===== config.mk =====
export PLATFORM = sky130hd
export DESIGN_NAME = rr_op_sequencer
export DESIGN_NICKNAME = d
export VERILOG_FILES = /design/src/rtl/rr_op_sequencer.sv
export SDC_FILE = /design/constraint.sdc
export NUM_CORES = 1
export LEC_CHECK = 0
export ABC_AREA = 1
export CORE_ASPECT_RATIO = 1.4
export CORE_UTILIZATION = 30
export DETAILED_ROUTE_END_ITERATION = 7
export GPL_TIMING_DRIVEN = 0
export HOLD_SLACK_MARGIN = 0.03
export PLACE_DENSITY = 0.82
export RECOVER_POWER = 50
export SLEW_MARGIN = 15
export SYNTH_ARGS = -nofsm -noshare
export SYNTH_HDL_FRONTEND = slang
export SYNTH_SLANG_ARGS = --single-unit

===== constraint.sdc =====
create_clock -name clk -period 1.4 [get_ports clk]
set_input_delay 0.14 -clock clk [delete_from_list [all_inputs] [get_ports clk]]
set_output_delay 0.14 -clock clk [all_outputs]
set_load 0.02 [all_outputs]

===== src/rtl/rr_op_sequencer.sv =====
// rr_op_sequencer: control-step FSM that fetches one instruction (T0-T2) and
// executes a register-register operation (T3-T5, plus T6 for MUL/DIV HI/LO).
// Strobes are Moore outputs decoded from the state register and the IR fields.
// Optional build macro: FETCH_WAIT_EN holds T1 until mem_ready is seen.
module rr_op_sequencer #(
   parameter int unsigned NUM_REGS = 16,
   parameter int unsigned OPC_W    = 5,
   parameter int unsigned INSTR_W  = 32
) (
   input  logic                clk,
   input  logic                clr,
   input  logic                start,
   input  logic                mem_ready,
   input  logic [INSTR_W-1:0]  ir,
   output logic                PCout,
   output logic                MARin,
   output logic                IncPC,
   output logic                PCin,
   output logic                Read,
   output logic                MDRin,
   output logic                MDRout,
   output logic                IRin,
   output logic                Yin,
   output logic                Zin,
   output logic                Zlowout,
   output logic                Zhighout,
   output logic                HIin,
   output logic                LOin,
   output logic [NUM_REGS-1:0] Rout,
   output logic [NUM_REGS-1:0] Rin,
   output logic [OPC_W-1:0]    alu_op,
   output logic                busy,
   output logic                done,
   output logic                illegal
);

   localparam int unsigned REG_W   = (NUM_REGS > 1) ? $clog2(NUM_REGS) : 1;
   localparam int unsigned IDX_W   = REG_W + 1;
   localparam int unsigned OPC_LSB = INSTR_W - OPC_W;
   localparam int unsigned RA_LSB  = OPC_LSB - REG_W;
   localparam int unsigned RB_LSB  = RA_LSB - REG_W;
   localparam int unsigned RC_LSB  = RB_LSB - REG_W;

   typedef enum logic [2:0] {
      S_IDLE = 3'd0,
      S_T0   = 3'd1,
      S_T1   = 3'd2,
      S_T2   = 3'd3,
      S_T3   = 3'd4,
      S_T4   = 3'd5,
      S_T5   = 3'd6,
      S_T6   = 3'd7
   } state_t;

   state_t state;
   state_t state_next;

   logic [OPC_W-1:0] opcode;
   logic [REG_W-1:0] ra;
   logic [REG_W-1:0] rb;
   logic [REG_W-1:0] rc;
   logic             is_alu;
   logic             is_hilo;
   logic             fields_ok;
   logic             bad_instr;
   logic             t1_first;
   logic             unused_in;

   // Field extraction from the IR fed back by the datapath
   assign opcode = ir[INSTR_W-1 -: OPC_W];
   assign ra     = ir[RA_LSB +: REG_W];
   assign rb     = ir[RB_LSB +: REG_W];
   assign rc     = ir[RC_LSB +: REG_W];

   // Immediate/unused low IR bits are not needed by the sequencer
   assign unused_in = ^{mem_ready, ir[RC_LSB-1:0]};

   // Opcode class decode; anything outside the two classes traps
   always_comb begin
      is_alu  = 1'b0;
      is_hilo = 1'b0;
      case (opcode)
         OPC_W'(3), OPC_W'(4), OPC_W'(5), OPC_W'(6),
         OPC_W'(7), OPC_W'(8), OPC_W'(9), OPC_W'(10): is_alu  = 1'b1;
         OPC_W'(14), OPC_W'(15):                      is_hilo = 1'b1;
         default: ;
      endcase
   end

   // Register indices must address an implemented register
   assign fields_ok = ({1'b0, ra} < IDX_W'(NUM_REGS)) &&
                      ({1'b0, rb} < IDX_W'(NUM_REGS)) &&
                      ({1'b0, rc} < IDX_W'(NUM_REGS));
   assign bad_instr = !(is_alu || is_hilo) || !fields_ok;

`ifdef FETCH_WAIT_EN
   logic t1_again;

   // Remembers that the next cycle is a repeated T1, so PC updates only once
   always_ff @(posedge clk or negedge clr) begin
      if (!clr) begin
         t1_again <= 1'b0;
      end else begin
         t1_again <= (state == S_T1) && !mem_ready;
      end
   end

   assign t1_first = !t1_again;
`else
   assign t1_first = 1'b1;
`endif

   // State register
   always_ff @(posedge clk or negedge clr) begin
      if (!clr) begin
         state <= S_IDLE;
      end else begin
         state <= state_next;
      end
   end

   // Next-state logic
   always_comb begin
      state_next = state;
      case (state)
         S_IDLE: state_next = start ? S_T0 : S_IDLE;
         S_T0:   state_next = S_T1;
`ifdef FETCH_WAIT_EN
         S_T1:   state_next = mem_ready ? S_T2 : S_T1;
`else
         S_T1:   state_next = S_T2;
`endif
         S_T2:   state_next = S_T3;
         S_T3:   state_next = bad_instr ? S_IDLE : S_T4;
         S_T4:   state_next = S_T5;
         S_T5: begin
            if (is_hilo) begin
               state_next = S_T6;
            end else begin
               state_next = start ? S_T0 : S_IDLE;
            end
         end
         S_T6:   state_next = start ? S_T0 : S_IDLE;
         default: state_next = S_IDLE;
      endcase
   end

   // Strobe decode from the current state and IR fields
   always_comb begin
      PCout    = 1'b0;
      MARin    = 1'b0;
      IncPC    = 1'b0;
      PCin     = 1'b0;
      Read     = 1'b0;
      MDRin    = 1'b0;
      MDRout   = 1'b0;
      IRin     = 1'b0;
      Yin      = 1'b0;
      Zin      = 1'b0;
      Zlowout  = 1'b0;
      Zhighout = 1'b0;
      HIin     = 1'b0;
      LOin     = 1'b0;
      Rout     = '0;
      Rin      = '0;
      alu_op   = '0;
      busy     = (state != S_IDLE);
      done     = 1'b0;
      illegal  = 1'b0;
      case (state)
         S_T0: begin
            PCout = 1'b1;
            MARin = 1'b1;
            IncPC = 1'b1;
            Zin   = 1'b1;
         end
         S_T1: begin
            Read    = 1'b1;
            MDRin   = 1'b1;
            Zlowout = t1_first;
            PCin    = t1_first;
         end
         S_T2: begin
            MDRout = 1'b1;
            IRin   = 1'b1;
         end
         S_T3: begin
            if (bad_instr) begin
               illegal = 1'b1;
            end else begin
               Rout = NUM_REGS'(1) << rb;
               Yin  = 1'b1;
            end
         end
         S_T4: begin
            Rout   = NUM_REGS'(1) << rc;
            Zin    = 1'b1;
            alu_op = opcode;
         end
         S_T5: begin
            Zlowout = 1'b1;
            if (is_hilo) begin
               LOin = 1'b1;
            end else begin
               Rin  = NUM_REGS'(1) << ra;
               done = 1'b1;
            end
         end
         S_T6: begin
            Zhighout = 1'b1;
            HIin     = 1'b1;
            done     = 1'b1;
         end
         default: ;
      endcase
   end

endmodule


==> impl_metrics.tcl, run 1 <==
set metrics [dict create \
    outcome "finished with violations" \
    violations "setup timing" \
    synth_cell_type_count 17 \
    synth.avg_cell_area_um2 4.88 \
    finalCriticalPeriod_ns 1.74 \
    core_area_um2 2850 \
    insertedDiodeCount 0 \
    postSynthCellCount 184 \
    io_pins 90 \
    synth_top_area_frac 0.206 \
    place.port_buffers 72 \
    regMostFlops "state" \
    max_freq_mhz 575 \
    tightest_slew_ns 0.402 \
    largest_reg_flops 3 \
    top_regs "state: 3 flops" \
    syn_nets 220 \
    finalPower_mw 2.61 \
    leakage_nw 1.17 \
    die_area_um2 3220 \
    path_clk_slew_ns 0.03 \
    drc 0 \
    fin_tns_setup_ns -10.51 \
    cts_buffers 3 \
    crit_type "flip-flop to output port" \
    antenna_found_initial 0 \
    grt_overflow 0 \
    rows 23 \
    gp_congestion 0.895 \
    antenna_left 0 \
    vias 1719 \
    p_int_mw 1.33 \
    power-per-cell-area_nw_per_um2 1130 \
    cp_max_fo 5 \
    dp_worst_setup_slack_ns -0.924 \
    grt_max_degree 10 \
    die_h_um 66.7 \
    area_growth_pct 158 \
    p_clk_frac 0.098 \
    routed_wl_mm 4.90 \
    layout-drive-gt1-share 0.610 \
    cts_tree "built" \
    vias_per_cell 5.18 \
    switchingPower_mw 1.28 \
    drt_iter0_drc 63 \
    nets 332 \
    rsz0062_at_grt "true" \
    swShare 0.491 \
    synth_warnings 0 \
    clk-insertion-delay-late_ns 0.22 \
    yosys_register_bits 3 \
    setup_violations 49 \
    min_path_type "input pin to async pin" \
    yosysTopAreaCell "nand3_1" \
    ys_seq_area_frac 0.0837 \
    maxSlewViolCount 0 \
    comb_power_share 0.819 \
    start_util 0.315 \
    htree_levels 1 \
    grt_pass1_vias 1429 \
    synthesis.area_um2 897 \
    cp-end-kind "output port" \
    firstDrtPassIters 4 \
    slew-limit-headroom 0.730 \
    wire_per_inst_um 14.8 \
    start_kind "flip-flop" \
    final_hold_viol_count 0 \
    hpwl_mm 2.44 \
    fin_crit_sh 1.24 \
    ir_worst_vdd_mv 1.10 \
    clock_skew_ns 0.00360 \
    die_x_um 48.2 \
    pwr-share-seq 0.084 \
    cap_violations 0 \
    grt_first_pass_wirelength_mm 6.18 \
    setup_ws_ns -0.339 \
    grt.total_usage 0.259 \
    synth.area.top_cells "nand3_1 21%, nor2_1 19%, nand2_1 18%" \
    worst_ep_required_time_ns 1.26 \
    clock_sinks 3 \
    cts-root-buf "clkbuf_8" \
    cp.arrival_ns 1.60 \
    cts_buffer_depth 2 \
]
## power groups by stage
stage | Combinational [mW] | Clock (mW) | Sequential (mW)
floorplan | 0.879 | 0 | 0.197
global placement | 1.44 | 0 | 0.206
detailed placement | 1.45 | 0 | 0.209
CTS | 1.75 | 0.255 | 0.211
global route | 2.27 | 0.269 | 0.224
finish | 2.14 | 0.255 | 0.218
## per-stage QoR
step	std cells	hold slack, ns	util	area [µm²]
after floorplan	184	-0.156	-	915
after global placement	293	0.334	0.590	1680
after detailed placement	293	0.329	0.590	1680
after CTS	325	0.104	0.735	2090
after global routing	332	0.185	0.814	2320
final	332	0.172	0.814	2320
## critical path: stages (launching register included)
cell and delay (ns):
dfrtp_2 0.47, nand2_4 0.09, nor2_4 0.14, nand3b_1 0.20, buf_4 0.22, nor2_1 0.11, buf_4 0.15
## final cells by class
cell class,instances,area (µm²)
Buffer,10,93.8
Clock buffer,4,45.0
Fill cell,169,531
Inverter,26,103
Multi-Input combinational cell,145,908
Sequential cell,3,77.6
Tap cell,37,46.3
Timing Repair Buffer,107,1040
## cell families (layout without fill, tap and decap cells)
kind of cell	count (synthesis)	in the layout	synth area share
compound gates	2	2	0.0112
buf+inv	36	147	0.192
flops	3	3	0.0837
simple gates	143	143	0.713
## cells in the mapped netlist
cell type	n
nand3_1	37
dfrtp_1	3
inv_1	23
buf_4	8
clkbuf_1	1
nand2_2	2
nor3_1	8
nand3b_1	1
o21ai_0	2
nor2_2	3
nor2_4	2
nor3_4	1
nand4_1	1
buf_6	1
nand2_1	42
inv_2	3
nor2_1	46
## layout by cell type (no fill, tap or decap), drive strengths merged
cell type	synthesis	layout
nand2	44	44
dlygate4sd3	0	1
dlygate4sd2	0	4
clkdlybuf4s50	0	12
nor2	51	51
inv	26	26
dlymetal6s2s	0	1
nor3	9	9
dfrtp	3	3
nand4	1	1
buf	9	95
nand3b	1	1
o21ai	2	2
nand3	37	37
clkbuf	1	8
## final timing paths
path                                       to                from  depth (start not counted)  slack (ns)
max                                    Rin[2]  state[1]$_DFF_PN0_                          6       -0.34
max in group asynchronous  state[1]$_DFF_PN0_                 clr                          1        1.07
min reg2reg                state[0]$_DFF_PN0_  state[0]$_DFF_PN0_                          4        0.78
min                        state[2]$_DFF_PN0_                 clr                          1        0.17
min in group clk                    alu_op[0]              ir[27]                          4        0.68
max reg2reg                state[0]$_DFF_PN0_  state[1]$_DFF_PN0_                          9           0
## per-layer routing
metal | vias to the layer above | track usage | part of all wire | wire [µm]
met5 | - | 0 | 0 | 0
met4 | 0 | 0.0729 | 0.046 | 225
met3 | 33 | 0.0271 | 0.055 | 272
met2 | 90 | 0.482 | 0.55 | 2710
met1 | 800 | 0.288 | 0.35 | 1690
li1 | 796 | - | - | -
## what timing repair did
action,4_1_cts,5_1_grt
gates resized for setup,342,70
setup buffers,26,8
hold endpoints to repair,0,0
setup endpoints to repair,54,53
pin swaps,24,21
cloned,2,0
hold buffers,0,0
No activity file was read; power rests on OpenSTA's default activity.
==> run 2: changes to the inputs <==
--- a/config.mk
+++ b/config.mk
@@ -7,8 +7,10 @@
 export LEC_CHECK = 0
 export ABC_AREA = 1
 export CORE_ASPECT_RATIO = 1.4
+export CORE_MARGIN = 2
 export CORE_UTILIZATION = 30
 export DETAILED_ROUTE_END_ITERATION = 7
+export GPL_ROUTABILITY_DRIVEN = 0
 export GPL_TIMING_DRIVEN = 0
 export HOLD_SLACK_MARGIN = 0.03
 export PLACE_DENSITY = 0.82
==> impl_metrics.tcl, run 2 (synthesized netlist as in run 1, its figures left out) <==
set metrics [dict create \
    p_clk_frac 0.099 \
    clock_skew_ns 0.00265 \
    pwr-share-seq 0.084 \
    cts-root-buf "clkbuf_8" \
    clock_sinks 3 \
    violations "setup timing" \
    grt_overflow 0 \
    grt_max_degree 11 \
    vias 1639 \
    finalPower_mw 2.56 \
    cp_max_fo 10 \
    fin_crit_sh 1.23 \
    cts_tree "built" \
    vias_per_cell 5.00 \
    multi_input_area_um2 972 \
    final_cell_mix "58 x buf_6, 29 x buf_4, 26 x nand3_1" \
    clk-insertion-delay-late_ns 0.22 \
    regMostFlops "state" \
    antenna_found_initial 0 \
    leakage_nw 1.16 \
    switchingPower_mw 1.26 \
    hpwl_mm 2.48 \
    die_x_um 50.2 \
    cts_buffers 3 \
    io_pins 90 \
    finalCriticalPeriod_ns 1.72 \
    power-per-cell-area_nw_per_um2 1080 \
    max_freq_mhz 582 \
    cap_violations 0 \
    setup_violations 44 \
    die_h_um 68.7 \
    maxSlewViolCount 0 \
    swShare 0.493 \
    final_hold_viol_count 0 \
    antenna_left 0 \
    grt_pass1_vias 1367 \
    layout-drive-gt1-share 0.584 \
    largest_reg_flops 3 \
    cp-end-kind "output port" \
    rows 23 \
    ir_worst_vdd_mv 1.16 \
    grt.total_usage 0.203 \
    n_fill_cell 156 \
    min_path_type "input pin to async pin" \
    seq_area_um2 77.6 \
    final_common_cell "buf_6" \
    drt_iter0_drc 38 \
    outcome "finished with violations" \
    start_util 0.315 \
    routed_wl_mm 4.79 \
    crit_type "input pin to output port" \
    grt_first_pass_wirelength_mm 5.62 \
    path_clk_slew_ns 0.03 \
    rsz0062_at_grt "true" \
    worst_ep_required_time_ns 1.26 \
    holdBufCountCts 0 \
    tightest_slew_ns 0.363 \
    p_int_mw 1.30 \
    final_area_um2 2360 \
    die_area_um2 3450 \
    core_area_um2 2850 \
    placed_area_um2 1680 \
    setup_ws_ns -0.319 \
    r2r_cells 9 \
    area_growth_pct 163 \
    slew-limit-headroom 0.756 \
    top_regs "state: 3 flops" \
    wire_per_inst_um 14.6 \
    comb_power_share 0.817 \
    cp.arrival_ns 1.58 \
    insertedDiodeCount 0 \
    htree_levels 1 \
    start_kind "input pin" \
    cts_buffer_depth 2 \
    place.port_buffers 72 \
    nets 328 \
    drc 0 \
    firstDrtPassIters 4 \
]
[run 2: cell types whose count changed in the layout (fill, tap and decap cells not counted), sizes merged]
| cell | previous run | this run |
|---|---|---|
| clkdlybuf4s15 | 0 | 1 |
| dlymetal6s2s | 1 | 0 |
| clkbuf | 8 | 6 |
| buf | 95 | 89 |
| clkdlybuf4s50 | 12 | 16 |
[run 2: cell type report]
class                   instances  share of cell area
clock buffers                   4              0.0191
multi-input cells             145               0.412
repair buffers                103               0.440
inverters                      26              0.0424
plain buffers                  10              0.0350
flip-flops and latches          3              0.0328
well taps                      37              0.0196
[run 2: worst max-delay path: stages]
cell and delay, ns:
clkdlybuf4s50_1 0.41, inv_2 0.10, nand4_1 0.16, buf_4 0.18, nand2_2 0.09, buf_6 0.16, nand3_1 0.11, nand2_2 0.10
buf_6 0.12
[run 2: metal layers]
layer,vias to the layer above,routed length [µm],part of all wire,global-route usage
met1,757,1650,0.34,0.202
met4,0,116,0.024,0.0799
met5,-,0,0,0
met3,17,228,0.048,0.0194
li1,790,-,-,-
met2,75,2790,0.58,0.421
[run 2: repair_timing]
item                                    CTS  global route
gates cloned                              1             0
pin swaps                                19            20
endpoints found under the setup margin   54            50
buffers inserted                         20            10
resized for setup                       320            86
hold endpoints to repair                  0             0
[run 2: worst paths after layout]
check                                        start            endpoint  slack (ns)
worst max-delay path                        ir[31]             Rout[8]       -0.32
worst max register to register  state[1]$_DFF_PN0_  state[2]$_DFF_PN0_        0.01
min in group clk                             start  state[0]$_DFF_PN0_        0.64
max in group asynchronous                      clr  state[1]$_DFF_PN0_        1.06
worst min register to register  state[2]$_DFF_PN0_  state[0]$_DFF_PN0_        0.75
worst min-delay path                           clr  state[2]$_DFF_PN0_        0.18
[run 2: metrics by stage]
step	utilization	worst slack (ns)	std cells	hold WS, ns	setup TNS (ns)
after floorplan	-	-0.0128	184	-0.156	-0.0257
after global placement	0.590	-0.932	293	0.334	-29.51
after detailed placement	0.590	-0.927	293	0.335	-29.76
after CTS	0.698	-0.292	318	0.109	-6.01
after global routing	0.829	-0.412	328	0.193	-12.12
final	0.829	-0.319	328	0.178	-9.19
[run 2: power by group through the flow]
| stage | clock (mW) | combinational, mW | sequential (mW) |
|---|---|---|---|
| final | 0.252 | 2.09 | 0.215 |
| after global routing | 0.268 | 2.20 | 0.221 |
| after CTS | 0.257 | 1.64 | 0.230 |
| after detailed placement | 0 | 1.45 | 0.206 |
| after global placement | 0 | 1.44 | 0.206 |
| after floorplan | 0 | 0.879 | 0.197 |
